==> config.mk <==
export PLATFORM = sky130hd
export DESIGN_NAME = alu_uart_ctrl_flat
export DESIGN_NICKNAME = d
export VERILOG_FILES = /design/src/rtl/alu_uart_ctrl_if.sv /design/src/rtl/alu_uart_ctrl.sv /design/src/flat_wrapper.sv
export SDC_FILE = /design/constraint.sdc
export NUM_CORES = 1
export LEC_CHECK = 0
export CAP_MARGIN = 15
export CORE_UTILIZATION = 43
export DETAILED_ROUTE_END_ITERATION = 12
export GPL_ROUTABILITY_DRIVEN = 0
export HOLD_SLACK_MARGIN = 0.12
export PLACE_DENSITY = 0.77
export SLEW_MARGIN = 10
export SYNTH_ARGS = -nofsm -noshare
export SYNTH_HDL_FRONTEND = slang
export SYNTH_SLANG_ARGS = --single-unit
==> constraint.sdc <==
create_clock -name i_clk -period 1.6 [get_ports i_clk]
set_input_delay 0.16 -clock i_clk [delete_from_list [all_inputs] [get_ports i_clk]]
set_output_delay 0.16 -clock i_clk [all_outputs]
set_load 0.01 [all_outputs]
==> src/rtl/alu_uart_ctrl_if.sv <==
// Handshake bundle between the UART/ALU front-end controller and its surroundings.
// slave = the controller, master = the UART RX/TX and ALU side.
interface alu_uart_ctrl_if #(
  parameter int NB_DATA = 8,
  parameter int NB_OP   = 6
);
  logic [NB_DATA-1:0] i_rx_data;
  logic               i_rx_done;
  logic               i_tx_done;
  logic [NB_DATA-1:0] i_alu_result;
  logic [NB_DATA-1:0] o_alu_data_A;
  logic [NB_DATA-1:0] o_alu_data_B;
  logic [NB_OP-1:0]   o_alu_op;
  logic [NB_DATA-1:0] o_tx_data;
  logic               o_tx_start;
  logic               o_busy;

  modport slave (
    input  i_rx_data, i_rx_done, i_tx_done, i_alu_result,
    output o_alu_data_A, o_alu_data_B, o_alu_op, o_tx_data, o_tx_start, o_busy
  );

  modport master (
    output i_rx_data, i_rx_done, i_tx_done, i_alu_result,
    input  o_alu_data_A, o_alu_data_B, o_alu_op, o_tx_data, o_tx_start, o_busy
  );
endinterface

==> src/rtl/alu_uart_ctrl.sv <==
// Collects A, B and opcode bytes from UART RX, drives them to the ALU,
// then forwards the ALU result to UART TX with a start/done handshake.
module alu_uart_ctrl #(
  parameter int NB_DATA = 8,
  parameter int NB_OP   = 6
) (
  input  logic          i_clk,
  input  logic          i_reset,
  alu_uart_ctrl_if.slave bus
);

  typedef enum logic [2:0] {
    WAIT_A  = 3'd0,
    WAIT_B  = 3'd1,
    WAIT_OP = 3'd2,
    EXEC    = 3'd3,
    WAIT_TX = 3'd4
  } state_t;

  state_t             state_q, state_n;
  logic [NB_DATA-1:0] a_q, a_n;
  logic [NB_DATA-1:0] b_q, b_n;
  logic [NB_OP-1:0]   op_q, op_n;
  logic [NB_DATA-1:0] tx_q, tx_n;
  logic               start_q, start_n;
  logic               busy_q, busy_n;

  always_ff @(posedge i_clk or posedge i_reset) begin
    if (i_reset) begin
      state_q <= WAIT_A;
      a_q     <= '0;
      b_q     <= '0;
      op_q    <= '0;
      tx_q    <= '0;
      start_q <= 1'b0;
      busy_q  <= 1'b0;
    end else begin
      state_q <= state_n;
      a_q     <= a_n;
      b_q     <= b_n;
      op_q    <= op_n;
      tx_q    <= tx_n;
      start_q <= start_n;
      busy_q  <= busy_n;
    end
  end

  always_comb begin
    state_n = state_q;
    a_n     = a_q;
    b_n     = b_q;
    op_n    = op_q;
    tx_n    = tx_q;
    start_n = 1'b0;
    case (state_q)
      WAIT_A: if (bus.i_rx_done) begin
        a_n     = bus.i_rx_data;
        state_n = WAIT_B;
      end
      WAIT_B: if (bus.i_rx_done) begin
        b_n     = bus.i_rx_data;
        state_n = WAIT_OP;
      end
      WAIT_OP: if (bus.i_rx_done) begin
        op_n    = bus.i_rx_data[NB_OP-1:0];
        state_n = EXEC;
      end
      // One cycle for the ALU to settle on the freshly registered operands.
      EXEC: begin
        tx_n    = bus.i_alu_result;
        start_n = 1'b1;
        state_n = WAIT_TX;
      end
      // A done strobe coincident with our own start pulse belongs to a previous byte.
      WAIT_TX: if (bus.i_tx_done && !start_q) state_n = WAIT_A;
      default: state_n = WAIT_A;
    endcase
    busy_n = (state_n == EXEC) || (state_n == WAIT_TX);
  end

  assign bus.o_alu_data_A = a_q;
  assign bus.o_alu_data_B = b_q;
  assign bus.o_alu_op     = op_q;
  assign bus.o_tx_data    = tx_q;
  assign bus.o_tx_start   = start_q;
  assign bus.o_busy       = busy_q;

endmodule

==> src/flat_wrapper.sv <==
// flat-port wrapper written by rule: the top's interface ports become plain ports
module alu_uart_ctrl_flat 
#(
  parameter int NB_DATA = 8,
  parameter int NB_OP   = 6
)
  (i_clk, i_reset, bus_i_rx_data, bus_i_rx_done, bus_i_tx_done, bus_i_alu_result, bus_o_alu_data_A, bus_o_alu_data_B, bus_o_alu_op, bus_o_tx_data, bus_o_tx_start, bus_o_busy);
  alu_uart_ctrl_if #(.NB_DATA(NB_DATA), .NB_OP(NB_OP)) bus_i ();
  input  logic i_clk;
  input  logic i_reset;
  input wire logic [$bits(bus_i.i_rx_data)-1:0] bus_i_rx_data;
  input wire logic [$bits(bus_i.i_rx_done)-1:0] bus_i_rx_done;
  input wire logic [$bits(bus_i.i_tx_done)-1:0] bus_i_tx_done;
  input wire logic [$bits(bus_i.i_alu_result)-1:0] bus_i_alu_result;
  output wire logic [$bits(bus_i.o_alu_data_A)-1:0] bus_o_alu_data_A;
  output wire logic [$bits(bus_i.o_alu_data_B)-1:0] bus_o_alu_data_B;
  output wire logic [$bits(bus_i.o_alu_op)-1:0] bus_o_alu_op;
  output wire logic [$bits(bus_i.o_tx_data)-1:0] bus_o_tx_data;
  output wire logic [$bits(bus_i.o_tx_start)-1:0] bus_o_tx_start;
  output wire logic [$bits(bus_i.o_busy)-1:0] bus_o_busy;
  assign bus_i.i_rx_data = bus_i_rx_data;
  assign bus_i.i_rx_done = bus_i_rx_done;
  assign bus_i.i_tx_done = bus_i_tx_done;
  assign bus_i.i_alu_result = bus_i_alu_result;
  assign bus_o_alu_data_A = bus_i.o_alu_data_A;
  assign bus_o_alu_data_B = bus_i.o_alu_data_B;
  assign bus_o_alu_op = bus_i.o_alu_op;
  assign bus_o_tx_data = bus_i.o_tx_data;
  assign bus_o_tx_start = bus_i.o_tx_start;
  assign bus_o_busy = bus_i.o_busy;
  alu_uart_ctrl #(.NB_DATA(NB_DATA), .NB_OP(NB_OP)) u_core (.i_clk(i_clk), .i_reset(i_reset), .bus(bus_i));
endmodule
==> impl_metrics.csv <==
group,metric,value,unit
sta,fin_tns_setup,0,ps
cells_and_area,fin_nets,167,
sta,worst_hold_slack,447.8,ps
route,viasPerCell,4.792,
synth,yosysWarnings,0,
synth,yosys.area.top_type,"dfrtp_1",
synth,yosysUniqueCellTypes,15,
global_routing,first_global_vias,995,
critical_path,cp.required,1820,ps
global_routing,grt_pass1_wl,4505,µm
synth,yosys-top-cells-count,"35 x dfrtp_1, 30 x mux2_2, 4 x buf_2, 4 x nand2b_1",
power_and_ir_drop,p_sw,1.187,mW
sta,finalCritPeriodShare,93.80,%
route,vias,920,
synth,synth-edff-count,0,
synth,netlist.area_leader.share,63.18,%
route,avgRoutedWirePerCell,14.42,µm
floorplanning,io_pins,52,
clock_tree,insertion_delay,330,ps
cells_and_area,syn_to_final_growth,46.48,%
outcome,outcome,"completed",
job,drv_cap,0,
global_routing,antenna_found_initial,0,
power_and_ir_drop,pwr_density_cell,1921,mW/mm²
route,drt-initial-drc-count,9,
synth,syn_area,0.001386,mm²
sta,relSlewSlack,74.49,%
power_and_ir_drop,combPwrFrac,47.1,%
min_path,hold_class,"in2reg",
cells_and_area,antenna_cells,0,
sta,clock_skew,6.107,ps
critical_path,critPathKind,"reg2reg",
critical_path,cp-start-kind,"flip-flop",
global_routing,grt_max_degree,28,
cells_and_area,nFillCells,261,
global_routing,grt-ovfl-total,0,
global_routing,met3_usage,4.835,%
power_and_ir_drop,seqPwrFrac,41.5,%
synth,netlist_top_cells_area,"dfrtp_1 63%, mux2_2 24%, and4bb_2 1.8%",
route,routed_wl,2769,µm
clock_tree,cts_resized,0,
clock_tree,cts_tree,"built",
global_routing,grt.busiest_layer,"met2",
sta,max_clock_freq,666.3,MHz
sta,tightest_slew,382.2,ps
floorplanning,fp-row-count,20,
sta,hold_violations,0,
global_routing,grt_usage,18.19,%
sta,setup_violations,0,
floorplanning,die_w,58.78,µm
clock_tree,htreeDepth,2,
route,drc_errors,0,
clock_tree,cts_made_buffers,5,
route,first_pass_iters,3,
synth,synth_most_common_cell,"dfrtp_1",
critical_path,arrival,1720,ps
floorplanning,core,0.003053,mm²
sta,rsz0062_at_grt,"false",
synth,synth-seq-cells,35,
global_routing,use_met1,20.35,%
route,ant_nets,0,
cells_and_area,drive_gt1_share,30.41,%
clock_tree,clkTransAtPathRegs,90,ps
placed_design,port_buffers,51,
floorplanning,dieArea,0.003455,mm²
global_routing,grt.met2_usage,31.82,%
power_and_ir_drop,clockPowerShare,11.4,%
synth,seq_area_frac_synth,63.18,%
clock_tree,cts_num_sinks,35,
clock_tree,root_buffer,"clkbuf_4",
critical_path,cp_max_fo,10,
sta,period_needed,1501,ps
sta,drv_slew,0,
synth,ys.flop_type,"dfrtp_1",
floorplanning,die_h,58.78,µm
power_and_ir_drop,netSwitchingFraction,30.42,%
clock_tree,clock_path_buffers,2,
floorplanning,initial_core_util,45.41,%
placed_design,dp_hpwl,2067,µm
power_and_ir_drop,p_int,2.715,mW
synth,postSynthCellCount,88,
synth,avgSynthCellArea,15.75,µm²
power_and_ir_drop,leakage,0.8501,nW
synth,syn_nets,108,
synth,async_flop_share,100.0,%
critical_path,worstSetupEndpointType,"flip-flop",
power_and_ir_drop,vdd_drop_max,1.103,mV
-- through the flow --
stage               instance area [µm²]  setup WS, ps  power [mW]  instances  utilization, %
detailed placement                 1971         5.893       3.496        183           64.55
global placement                   1971         22.53       3.430        183           64.55
floorplan                          1386         172.7       2.473         88               -
finish                             2031         99.16       3.901        192           66.52
global route                       2031         47.28       4.133        192           66.52
CTS                                2031         93.06       3.953        192           66.52
-- logic make-up after synthesis --
group | Yosys count | synth area share (%)
compound gates | 4 | 1.896
buf+inv | 7 | 2.798
flops | 35 | 63.18
mux | 30 | 24.37
simple gates | 12 | 7.761
-- critical path, cell delays in order (launching register included) --
cell	delay (ps)
dfrtp_1	500
and4bb_2	520
mux2_2	370
-- repair_timing --
action                    in CTS  in global routing
hold endpoints to repair       8                  0
buffers inserted               0                  0
hold buffers                   1                  0
-- worst paths after layout --
kind	startpoint	endpoint	slack (ps)	cells past startpoint
worst max-delay path	u_core.state_q[1]	u_core.bus.o_alu_data_B[5]	100	2
worst min-delay path	bus_i_alu_result[3]	u_core.bus.o_tx_data[3]	450	2
worst min register to register	u_core.bus.o_tx_data[2]	u_core.bus.o_tx_data[2]	510	1
worst max register to register	u_core.state_q[1]	u_core.bus.o_alu_data_B[5]	100	2
max in group asynchronous	i_reset	u_core.bus.o_alu_data_B[5]	450	4
min in group asynchronous	i_reset	u_core.bus.o_tx_data[0]	690	3
-- placed cells by master (no fill, tap or decap), types with 2 or more instances in the layout --
master	n
a21oi_1	2
and4bb_2	2
buf_4	4
clkbuf_1	2
clkbuf_4	5
clkdlybuf4s50_1	51
dfrtp_1	35
inv_1	2
mux2_2	30
nand2b_1	4
nand3b_1	2
-- registers in the layout, summed over array words and instances, names as in the netlist --
| signal | flops |
|---|---|
| u_core.bus.o_alu_data_A | 8 |
| u_core.bus.o_alu_data_B | 8 |
| u_core.bus.o_tx_data | 8 |
| u_core.bus.o_alu_op | 6 |
| u_core.state_q | 3 |
| u_core.bus.o_busy | 1 |
| u_core.bus.o_tx_start | 1 |
-- power by group through the flow --
stage          logic [mW]  registers, mW  clock network (mW)
5_1_grt              1.96           1.67               0.501
6_report             1.84           1.62               0.444
2_1_floorplan       0.724           1.75                   0
3_5_place_dp         1.85           1.64                   0
4_1_cts              1.86           1.63               0.466
3_3_place_gp         1.82           1.61                   0
-- layout make-up --
cell class | instances | area, µm² | area share [%]
Sequential cell | 35 | 875.8 | 43.13
Multi-Input combinational cell | 46 | 471.7 | 23.23
Timing Repair Buffer | 57 | 570.5 | 28.10
Inverter | 2 | 7.507 | 0.3697
Clock buffer | 7 | 45.04 | 2.218
Tap cell | 44 | 55.05 | 2.711
Clock inverter | 1 | 5.005 | 0.2465
-- layer usage --
| layer | vias to the layer above | part of all wire (%) |
|---|---|---|
| met4 | 0 | 2.0 |
| met3 | 7 | 3.2 |
| met5 | - | 0 |
| li1 | 428 | - |
| met1 | 464 | 41 |
| met2 | 21 | 54 |
No activity file was read; power rests on OpenSTA's default activity.
